File: src/rtl/iob_sipo_frame_ctrl.sv
// Frame controller for an external serial-in/parallel-out shift register.
// Accepts serial bits over valid/ready and drives the register's shift enable.
// Counts a programmable word length, then captures and masks the parallel word
// into a one-entry output buffer with a valid/ready handshake.
module iob_sipo_frame_ctrl #(
  parameter int DATA_W = 32,
  parameter int LEN_W  = 6
) (
  input  logic              clk,
  input  logic              rst,
  input  logic              start,
  input  logic [LEN_W-1:0]  cfg_len,
  input  logic              cfg_cont,
  input  logic              s_valid,
  input  logic              s_bit,
  output logic              s_ready,
  output logic              sipo_en,
  output logic              sipo_s_in,
  input  logic [DATA_W-1:0] sipo_p_out,
  output logic              m_valid,
  input  logic              m_ready,
  output logic [DATA_W-1:0] m_data,
  output logic              busy,
  output logic              overflow,
  input  logic              overflow_clr
);

  localparam logic [LEN_W-1:0] LEN_MAX = LEN_W'(DATA_W);

  typedef enum logic [1:0] {IDLE, SHIFT, CAPTURE} state_t;

  state_t              r_state, w_state_nxt;
  logic [LEN_W-1:0]    r_bit_cnt;
  logic [LEN_W-1:0]    r_len_q;
  logic                r_cont_q;
  logic                r_m_valid;
  logic [DATA_W-1:0]   r_m_data;
  logic                r_overflow;

  logic                w_accept;
  logic                w_last;
  logic                w_buf_free;
  logic [LEN_W-1:0]    w_len_clamp;
  logic [DATA_W-1:0]   w_mask;

  assign s_ready   = (r_state == SHIFT);
  assign sipo_en   = s_valid & s_ready;
  assign sipo_s_in = s_bit;
  assign busy      = (r_state != IDLE);
  assign m_valid   = r_m_valid;
  assign m_data    = r_m_data;
  assign overflow  = r_overflow;

  assign w_accept    = s_valid & (r_state == SHIFT);
  assign w_last      = (r_bit_cnt == r_len_q - LEN_W'(1));
  assign w_buf_free  = !r_m_valid || m_ready;
  // Zero or oversized lengths fall back to a full-width word.
  assign w_len_clamp = ((cfg_len == '0) || (cfg_len > LEN_MAX)) ? LEN_MAX : cfg_len;

  // Keep only the low len_q bits; older SIPO contents above them are stale.
  always_comb begin
    w_mask = '0;
    for (int i = 0; i < DATA_W; i++)
      w_mask[i] = (int'(r_len_q) > i);
  end

  // State register.
  always_ff @(posedge clk) begin
    if (rst) r_state <= IDLE;
    else     r_state <= w_state_nxt;
  end

  // Next-state logic; a start while shifting restarts in place.
  always_comb begin
    w_state_nxt = r_state;
    case (r_state)
      IDLE:    if (start) w_state_nxt = SHIFT;
      SHIFT:   if (!start && w_accept && w_last) w_state_nxt = CAPTURE;
      CAPTURE: w_state_nxt = r_cont_q ? SHIFT : IDLE;
      default: w_state_nxt = IDLE;
    endcase
  end

  // Frame config, bit counter, output buffer and sticky overflow.
  always_ff @(posedge clk) begin
    if (rst) begin
      r_bit_cnt  <= '0;
      r_len_q    <= LEN_MAX;
      r_cont_q   <= 1'b0;
      r_m_valid  <= 1'b0;
      r_m_data   <= '0;
      r_overflow <= 1'b0;
    end else begin
      // Consumer handshake and clear first; a capture below overrides them.
      if (r_m_valid && m_ready) r_m_valid  <= 1'b0;
      if (overflow_clr)         r_overflow <= 1'b0;
      case (r_state)
        IDLE: begin
          if (start) begin
            r_len_q   <= w_len_clamp;
            r_cont_q  <= cfg_cont;
            r_bit_cnt <= '0;
          end
        end
        SHIFT: begin
          if (start) begin
            r_len_q   <= w_len_clamp;
            r_cont_q  <= cfg_cont;
            r_bit_cnt <= '0;
          end else if (w_accept) begin
            r_bit_cnt <= w_last ? '0 : r_bit_cnt + LEN_W'(1);
          end
        end
        CAPTURE: begin
          r_bit_cnt <= '0;
          if (w_buf_free) begin
            r_m_data  <= sipo_p_out & w_mask;
            r_m_valid <= 1'b1;
          end else begin
            r_overflow <= 1'b1;
          end
        end
        default: r_bit_cnt <= '0;
      endcase
    end
  end

endmodule

File: config.mk
export PLATFORM = sky130hd
export DESIGN_NAME = iob_sipo_frame_ctrl
export DESIGN_NICKNAME = d
export VERILOG_FILES = /design/src/rtl/iob_sipo_frame_ctrl.sv
export SDC_FILE = /design/constraint.sdc
export NUM_CORES = 1
export LEC_CHECK = 0
export CORE_UTILIZATION = 41
export DETAILED_ROUTE_END_ITERATION = 10
export GPL_ROUTABILITY_DRIVEN = 0
export PLACE_DENSITY = 0.73
export SYNTH_ARGS = -nofsm -noshare
export SYNTH_HDL_FRONTEND = slang
export SYNTH_SLANG_ARGS = --single-unit
File: constraint.sdc
create_clock -name clk -period 1.6 [get_ports clk]
set_input_delay 0.16 -clock clk [delete_from_list [all_inputs] [get_ports clk]]
set_output_delay 0.16 -clock clk [all_outputs]
set_load 0.02 [all_outputs]
=== After elaboration in Yosys (flattened, before gate mapping) ===
Cells that the tools add are included.

* Add/subtract/negate cells: 2
* Multipliers: 0
* Divide/modulo/power cells: 0
* Magnitude comparators: 33
* Equality and inequality tests: 6
* Shift-type cells: 0
* Multiplexer cells: 16
* Bitwise logic cells: 2
* Reductions and logical operators: 15

{| class="wikitable"
|+ Operator list
! kind !! number
|-
| greater-than comparator 6 x 5 -> 1 bit (second input constant) || 16
|-
| greater-than comparator 6 x 4 -> 1 bit (second input constant) || 8
|-
| AND 32 bit || 1
|-
| two-way mux 6 bit || 5
|-
| greater-than comparator 6 x 3 -> 1 bit (second input constant) || 4
|-
| greater-than comparator 6 x 1 -> 1 bit (second input constant) || 2
|-
| greater-than comparator 6 x 2 -> 1 bit (second input constant) || 2
|-
| one-hot mux 6 bit (2 select lines) || 1
|-
| AND reduction 2 bit || 4
|-
| two-way mux 1 bit || 7
|-
| adder 6 x 1 -> 6 bit (second input constant) || 1
|-
| equality test 6 bit || 1
|-
| greater-than comparator 6 bit (second input constant) || 1
|-
| zero test 6 bit || 1
|-
| one-hot mux 2 bit (3 select lines) || 1
|-
| subtractor 6 x 1 -> 6 bit (second input constant) || 1
|-
| two-way mux 2 bit || 2
|-
| logical AND 1 bit || 3
|-
| inequality test 3 x 2 -> 1 bit (second input constant) || 1
|-
| equality test 2 x 1 -> 1 bit (second input constant) || 1
|-
| equality test 2 bit (second input constant) || 1
|-
| zero test 1 bit || 2
|-
| zero test 2 bit || 1
|-
| logical OR 1 bit || 2
|-
| other kinds (5) || 5
|}

* Register bits after elaboration: 49
* Latch bits: 0
* RAM bits: 0
* Bits in read-only memories: 0
* Input port bits: 46
* Output and inout bits: 38
* Word-level logic and storage cells: 81
* Memories: 0

=== Depth between registers and ports, before layout ===
Gate-level depths: netlist of run 1.

* Word-level depth: 6
* Mapped depth: 8
* Mapped depth without buffers: 7

=== Least setup slack after synthesis of run 1 ===
OpenSTA, ideal clock, no wires.

* Path kind: flip-flop to flip-flop
* Start point: register r_len_q[1]
* End point: register r_state[0]
* Library setup time: 0.132 ns
* Arrival: 1.554 ns
* Required time: 1.468 ns
* Path slack: -0.086 ns
* Cell stages (with the launch flop): 8
* Path buffers: 1
* Period minus slack after synthesis: 1.686 ns
* Path through: dfxtp_1 -> buf_4 -> inv_1 -> ha_1 -> xor2_1 -> o2111ai_4 -> o31ai_1 -> a21oi_1

* Word-level cells in the longest chain between the ends: 5

{| class="wikitable"
|+ RTL lines
! what !! RTL line !! source
|-
| start, declared || 34 || <nowiki>logic [LEN_W-1:0] r_len_q;</nowiki>
|-
| start signal, assigned || 100 || <nowiki>r_len_q <= w_len_clamp;</nowiki>
|-
| start signal, assigned || 107 || <nowiki>r_len_q <= w_len_clamp;</nowiki>
|-
| subtractor 6 x 1 -> 6 bit || 55 || <nowiki>assign w_last = (r_bit_cnt == r_len_q - LEN_W'(1));</nowiki>
|-
| equality test 6 bit || 55 ||
|-
| logical AND 1 bit || 78 || <nowiki>SHIFT: if (!start && w_accept && w_last) w_state_nxt = CAPTURE;</nowiki>
|-
| inequality test 2 x 1 -> 1 bit (no source line) || -- ||
|-
| AND reduction 2 bit (no source line) || -- ||
|-
| end signal, assigned || 70 || <nowiki>else r_state <= w_state_nxt;</nowiki>
|-
| end, declared || 32 || <nowiki>state_t r_state, w_state_nxt;</nowiki>
|}

No other way between the ends.
A chain may end at the register's enable or synchronous reset.

=== Worst setup path in the final report of run 1 ===
Same ends and word-level chain as after synthesis.

==> impl_results.md, run 1 <==
* Clock transition at path regs at ~0.09 ns
* Hold Buf Count CTS at 0
* PD cells at about 640 mW/mm2
* RSZ-0062 raised after global routing: true
* Vias in the first global route at roughly 2.4k
* Full die area at around 0.0064 mm2
* Slowest CP cell: dfxtp_4
* Total power draw at 2.35 mW
* DR DRC count at 0
* Clock share of power at 31.5%
* Die Height at 79.9 um
* Final slew viol count at 0
* Post-Synthesis Cells at 310
* Die X at around 80 um
* Cell Chain, Critical Path: buf_6 -> nor3_4 -> and3_4 -> o2111ai_4 -> o31ai_1 -> a21oi_1
* Starting Density at between 40% and 50%
* Final worst path period need at 1.60 ns
* IO Port Bufs at around 80
* CP Buf/Inv Count at 1
* Post-Place Cells at 470
* Total wire length at between 6 and 7 mm
* Gr usage total at a little under a quarter
* Worst Tran Pin Value at between 0.4 and 0.5 ns
* Status: finished with violations
* Multi-input gate area at approximately 0.0014 mm2
* Critical path class: reg -> reg
* Max Fclk at 624 MHz
* Max cap viols at 0
* Post-synthesis sequential area ratio at 39.4%
* Final Cell Area at about 0.0037 mm2
* Final period utilization at 100%
* DP Worst Slack at -0.108 ns
* Share of power burned in registers at 53.0%
* Crit-path max FO at 6
* Leakage at approximately 1.3 nW
* Synthesis-to-finish area growth at 48.2%
* Num CTS Buffers at 5
* Clock Path Buffers at 2
* Fin nets at ~450
* Crit path capture type: flip-flop
* Synthesized cell area at ~0.0025 mm2
* Setup Fix Bufs, Post-CTS at 0
* Overflow left after global routing at 0
* DR pass1 iterations at 4
* Peak VDD IR at a little over 0.5 mV
* DRT antenna net count at 0
* Family with the most delay on the worst path: compound AO/OA/AOI/OAI gates
* Crit start category: flip-flop
* Io pins at 84
* Num Clock Sinks at ~50
* Share of layout cells above drive strength 1 at between 15 and 20%
* Sw Share at around a quarter
* Via count at between 2k and 3k
* TritonCTS clock tree: yes
* # setup viols final at 1
* Area after DPL at 0.00353 mm2
* Mean routed wirelength per cell at 14.2 um
* Failing checks: setup timing
* Diodes inserted at 0
* DR iter-0 viols at between 100 and 150
* Syn Area/Cell at approximately 8 um2
* FP Rows at 28
* Final std cells w/o fill at roughly 480
* CP max stage delay at between 0.3 and 0.4 ns
* Combinational Power Share at 15.5%
* Largest net degree at the start of global routing at 46
* Synth async-reset ratio at 0%
* Clock Root Buffer: clkbuf_8
* Worst Path Arrival at roughly 1.8 ns
* Wire length of the first global-routing pass at 11.1 mm
* Post-route setup slack at -0.00193 ns
* Ys flop type: dfxtp_1
* Hpwl dp at slightly above 5 mm
* Fin Hold WS at between 0.3 and 0.4 ns
* Warnings, synthesis at 0
* FF+latch count, synth at slightly below 50
* Register Area at roughly 990 um2
* Setup Skew at between 0.009 and 0.01 ns
* H-tree Lvls at 2
* Relative slew slack at 69.2%
* Vias/cell at around 5.3
* Later-pin clock latency in the skew report at 0.30 ns
* Min-Delay Path Class: in -> out
* Synth unique cells at 44
* Final setup TNS at -0.00193 ns
* Hold Vio Cnt, Final at 0
* Post-layout util at ~63%
* Int Pwr at around 1.7 mW
* Req. time, crit path at ~1.8 ns
* Psw at roughly 610 uW
* Syn_nets at 361
* Core ar. at between 0.005 and 0.006 mm2
* Initial antenna violation count at 0
* Number of enable flip-flop cells after synthesis at 0
* Fill cells at between 500 and 600
[worst register-to-register path, cell delays in order, from the launching register on]
cell and delay, ns:
dfxtp_4 0.37, buf_6 0.12, nor3_4 0.20, and3_4 0.23, o2111ai_4 0.19, o31ai_1 0.28
a21oi_1 0.09
[power by group through the flow]
stage          combinational (mW)  clock (mW)  sequential, mW
2_1_floorplan               0.172           0            1.27
3_3_place_gp                0.351           0            1.27
3_5_place_dp                0.355           0            1.27
4_1_cts                     0.359       0.767            1.24
5_1_grt                     0.393       0.811            1.25
6_report                    0.363       0.740            1.24
[metal layers]
layer / vias to the layer above / part of all wire [%] / track usage, %
li1: 1260 / - / -
met1: 1155 / 44 / 28.3
met2: 88 / 48 / 37.4
met3: 12 / 5.9 / 4.11
met4: 0 / 2.0 / 10.5
met5: - / 0 / 0
[cell usage after synthesis, types with 2 or more instances]
| master | count | share of area, % |
|---|---|---|
| a21oi_1 | 50 | 10 |
| nand2_1 | 50 | 7.5 |
| dfxtp_1 | 49 | 39 |
| nor2_1 | 19 | 2.9 |
| o211ai_1 | 15 | 4.5 |
| clkbuf_1 | 14 | 2.1 |
| nand3_1 | 14 | 2.8 |
| nand2b_1 | 7 | 1.8 |
| nand3b_1 | 7 | 2.1 |
| xor2_1 | 7 | 2.5 |
| ha_1 | 5 | 2.5 |
| inv_1 | 5 | 0.75 |
| nor2b_1 | 5 | 1.3 |
| and2_1 | 4 | 1.0 |
| buf_1 | 4 | 0.60 |
| nor3_1 | 4 | 0.80 |
| o21a_1 | 4 | 1.2 |
| o21ai_0 | 4 | 0.80 |
| or2_2 | 4 | 1.0 |
| buf_4 | 3 | 0.91 |
| nand4_1 | 3 | 0.75 |
| o311ai_0 | 3 | 1.1 |
| a2111oi_1 | 2 | 0.80 |
| a21boi_0 | 2 | 0.60 |
| and3_1 | 2 | 0.50 |
| buf_2 | 2 | 0.40 |
| buf_6 | 2 | 0.91 |
| nor2_4 | 2 | 0.91 |
| nor3b_1 | 2 | 0.60 |
| o31ai_1 | 2 | 0.60 |
[area by class of cell]
| type | count | share of cell area (%) |
|---|---|---|
| Multi-Input combinational cell | 231 | 39.3 |
| Timing Repair Buffer | 110 | 28.3 |
| Sequential cell | 49 | 26.8 |
| Tap cell | 75 | 2.55 |
| Clock buffer | 5 | 1.87 |
| Clock inverter | 3 | 0.577 |
| Inverter | 5 | 0.577 |
[sequential cells by signal, summed over array words and instances, names as in the netlist]
signal,cells
r_bit_cnt,6
m_data,32
r_cont_q,1
r_state,2
r_len_q,6
m_valid,1
overflow,1
[final timing paths]
kind / from / to / slack, ns / cells past startpoint
setup / recovery: r_len_q[1] / r_state[0] / -0.002 / 6
setup reg to reg: r_len_q[1] / r_state[0] / -0.002 / 6
hold / removal: s_bit / sipo_s_in / 0.32 / 0
hold reg to reg: m_data[13] / m_data[13] / 0.45 / 2
[what timing repair did]
action,in CTS,in global routing
resized for setup,12,7
pin swaps,11,3
endpoints found under the setup margin,10,11
[kinds of logic after synthesis]
logic type      Yosys count  synth area share (%)
flops                    49                  39.4
buf+inv                  30                  5.68
compound gates           89                  23.0
fa+ha+maj                 5                  2.52
xor+xnor                  9                  3.47
simple gates            128                  25.9
[layout by cell type (no fill, tap or decap), drive strengths merged, types with 5 or more instances in the layout]
cell type,count
nor3,5
nand2b,7
o211ai,15
buf,29
inv,6
nor2,21
dfxtp,49
nor2b,5
nand3,14
nand2,50
ha,5
nand3b,7
xor2,8
clkdlybuf4s50,78
a21oi,50
clkbuf,5
No activity file was read; power rests on OpenSTA's default activity.
==> run 2: changes to the inputs <==
- ABC_AREA: not set -> 1
- GPL_TIMING_DRIVEN: not set -> 0
- SETUP_SLACK_MARGIN: not set -> 0.4
==> impl_results.md, run 2 <==
* IO Port Bufs at 81
* Total wire length at approximately 9.5 mm
* Hpwl dp at 5.68 mm
* Num CTS Buffers at 5
* Synth unique cells at 32
* Leakage at between 1.5 and 2 nW
* Reg2Reg Depth at 11
* Crit start category: flip-flop
* Gr usage total at a little under 30%
* DR iter-0 viols at between 300 and 400
* Clock transition at path regs at 0.09 ns
* Hold Vio Cnt, Final at 0
* WHS Endpoint: m_data[26]
* Synthesized cell area at ~0.0025 mm2
* Final slew viol count at 0
* DRT antenna net count at 0
* Share of power burned in registers at 48.1%
* Min-Delay Path Class: in -> reg
* Largest register FFs at 32
* Relative slew slack at a little under three fifths
* Most frequent cells in the layout: nand2_1 (53), clkdlybuf4s50_1 (44), dfxtp_1 (41)
* Worst Path Arrival at between 1.5 and 2 ns
* Synth top area cells: dfxtp_1 (39%), nand2_1 (9.4%), o21ai_0 (9.2%)
* Die Height at ~80 um
* Largest net degree at the start of global routing at 16
* DR pass1 iterations at 5
* Warnings, synthesis at 0
* Mean routed wirelength per cell at around 17 um
* Io pins at 84
* Status: finished clean
* Synth cell count leaders: nand2_1 (63), dfxtp_1 (49), o21ai_0 (46)
* Final period utilization at between 90 and 100%
* Full die area at 0.00644 mm2
* Share of layout cells above drive strength 1 at 30.7%
* Wire length of the first global-routing pass at 14.2 mm
* Area leader, netlist: dfxtp_1
* Core ar. at 0.00592 mm2
* Post-synthesis sequential area ratio at 39.1%
* Final std cells w/o fill at approximately 550
* TritonCTS clock tree: yes
* Worst reg-to-reg setup slack at around 0.079 ns
* Count leader, synth: nand2_1
* Diodes inserted at 0
* Initial antenna violation count at 0
* Min-delay src: rst
* Synthesis-to-finish area growth at 72.0%
* # setup viols final at 0
* Via count at 3160
* H-tree Lvls at 2
* Post-Place Cells at 517
* DR DRC count at 0
* Hold Buf Count CTS at 0
* Overflow left after global routing at 0
* Reg2reg start: r_len_q[1]
* Syn Area/Cell at 6.96 um2
* Combinational Power Share at 22.0%
* Vias in the first global route at between 2k and 3k
* Setup Skew at 0.00575 ns
* Starting Density at 42.4%
* Fin nets at approximately 530
* Cell Chain, Critical Path: inv_8 -> ha_4 -> inv_2 -> nand2_1 -> nand2_1 -> nor2_2 -> nand3_2 -> nor2_4 -> nand2_4 -> nand3_2 -> a21oi_2
* FF+latch count, synth at about 50
* Clock Root Buffer: clkbuf_8
* Worst Tran Pin Value at 0.657 ns
* CP max stage delay at 0.40 ns
* Crit path capture type: flip-flop
* Slowest CP cell: dfxtp_4
* DP Worst Slack at -0.0834 ns
* Psw at a little under 800 uW
* Later-pin clock latency in the skew report at 0.30 ns
* Max cap viols at 0
* Int Pwr at around 1.8 mW
* Critical path class: reg -> reg
* Clock Path Buffers at 2
* Req. time, crit path at approximately 1.8 ns
* Die X at about 80 um
* Hold depth at 2
* Sw Share at between 20 and 30%
* Vias/cell at roughly 5.7
* RSZ-0062 raised after global routing: true
* Clock share of power at 29.9%
* Synth async-reset ratio at 0%
* Syn_nets at 412
* Ys flop type: dfxtp_1
* Number of enable flip-flop cells after synthesis at 0
* Max Fclk at between 600 and 700 MHz
* Peak VDD IR at between 0.4 and 0.5 mV
* CP Buf/Inv Count at 2
* FP Rows at 28
* Crit-path max FO at 5
* Synth top area share at between 30% and 40%
* Family with the most delay on the worst path: simple AND/OR/NAND/NOR gates
* PD cells at around 610 mW/mm2
* Final worst path period need at ~1.5 ns
* Reg2Reg Capture Point: r_bit_cnt[5]
* Num Clock Sinks at approximately 50
* Post-Synthesis Cells at about 360
* Post-route setup slack at a little under 0.08 ns
* Commonest non-fill, non-tap cell in the layout: nand2_1
-- run 2: what timing repair did --
item	CTS	global route
gates cloned	7	0
setup buffers	19	3
endpoints found under the setup margin	83	54
gates resized for setup	163	39
pin swaps	26	10
-- run 2: area by class of cell --
type | instances | area (um2)
multi-input combinational | 256 | 1650
fill | 450 | 1600
timing repair buffer | 110 | 1150
sequential | 49 | 1000
inverter | 41 | 186
buffer | 15 | 151
tap | 75 | 93.8
clock buffer | 6 | 82.6
clock inverter | 2 | 13.8
-- run 2: worst max path at each step --
stage / cells past startpoint / to / start
5_1_grt: 11 / r_bit_cnt[4] / r_len_q[1]
2_1_floorplan: 11 / r_bit_cnt[2] / r_len_q[1]
4_1_cts: 11 / r_bit_cnt[3] / r_len_q[1]
3_3_place_gp: 7 / r_len_q[1] / start
3_5_place_dp: 7 / r_len_q[1] / start
6_report: 11 / r_bit_cnt[5] / r_len_q[1]
-- run 2: power by group through the flow --
stage,Combinational (mW),Sequential (mW),Clock (mW)
6_report,0.575,1.26,0.782
5_1_grt,0.609,1.26,0.824
4_1_cts,0.508,1.26,0.777
3_5_place_dp,0.429,1.28,0
3_3_place_gp,0.426,1.28,0
2_1_floorplan,0.234,1.28,0
-- run 2: worst reg2reg max path: cells and delay by family (launching register included) --
family,cells,cell delay (ns)
DFF,1,0.40
AOI/OAI and AO/OA,1,0.05
adders and majority gates,1,0.26
buffers and inverters,2,0.06
and+or+nand+nor,7,0.62
-- run 2: metrics by stage --
step | hold slack [ns] | TNS (ns) | utilization (%) | cell area, um2 | total power [mW]
6_report | 0.317 | 0 | 73.0 | 4320 | 2.62
3_3_place_gp | 0.454 | -0.178 | 58.7 | 3480 | 1.71
3_5_place_dp | 0.454 | -0.594 | 58.7 | 3480 | 1.71
4_1_cts | 0.292 | 0 | 70.8 | 4190 | 2.54
5_1_grt | 0.325 | 0 | 73.0 | 4320 | 2.69
2_1_floorplan | 0.295 | 0 | - | 2570 | 1.51
-- run 2: logic make-up (layout without fill, tap and decap cells) --
group / Yosys count / count (layout) / share of synthesized area [%]
buffers and inverters: 56 / 174 / 9.37
and+or+nand+nor: 139 / 139 / 23.9
xor gates and xnor gates: 3 / 3 / 1.05
AOI/OAI and AO/OA: 109 / 109 / 24.1
DFF: 49 / 49 / 39.1
adders and majority gates: 5 / 5 / 2.49
-- run 2: layer usage --
| layer | track usage (%) | routed length, um | vias to the layer above |
|---|---|---|---|
| met5 | 0 | 0 | - |
| met4 | 18.2 | 603 | 0 |
| met3 | 5.91 | 730 | 66 |
| met2 | 48.4 | 4370 | 189 |
| li1 | - | - | 1460 |
| met1 | 33.7 | 3770 | 1445 |
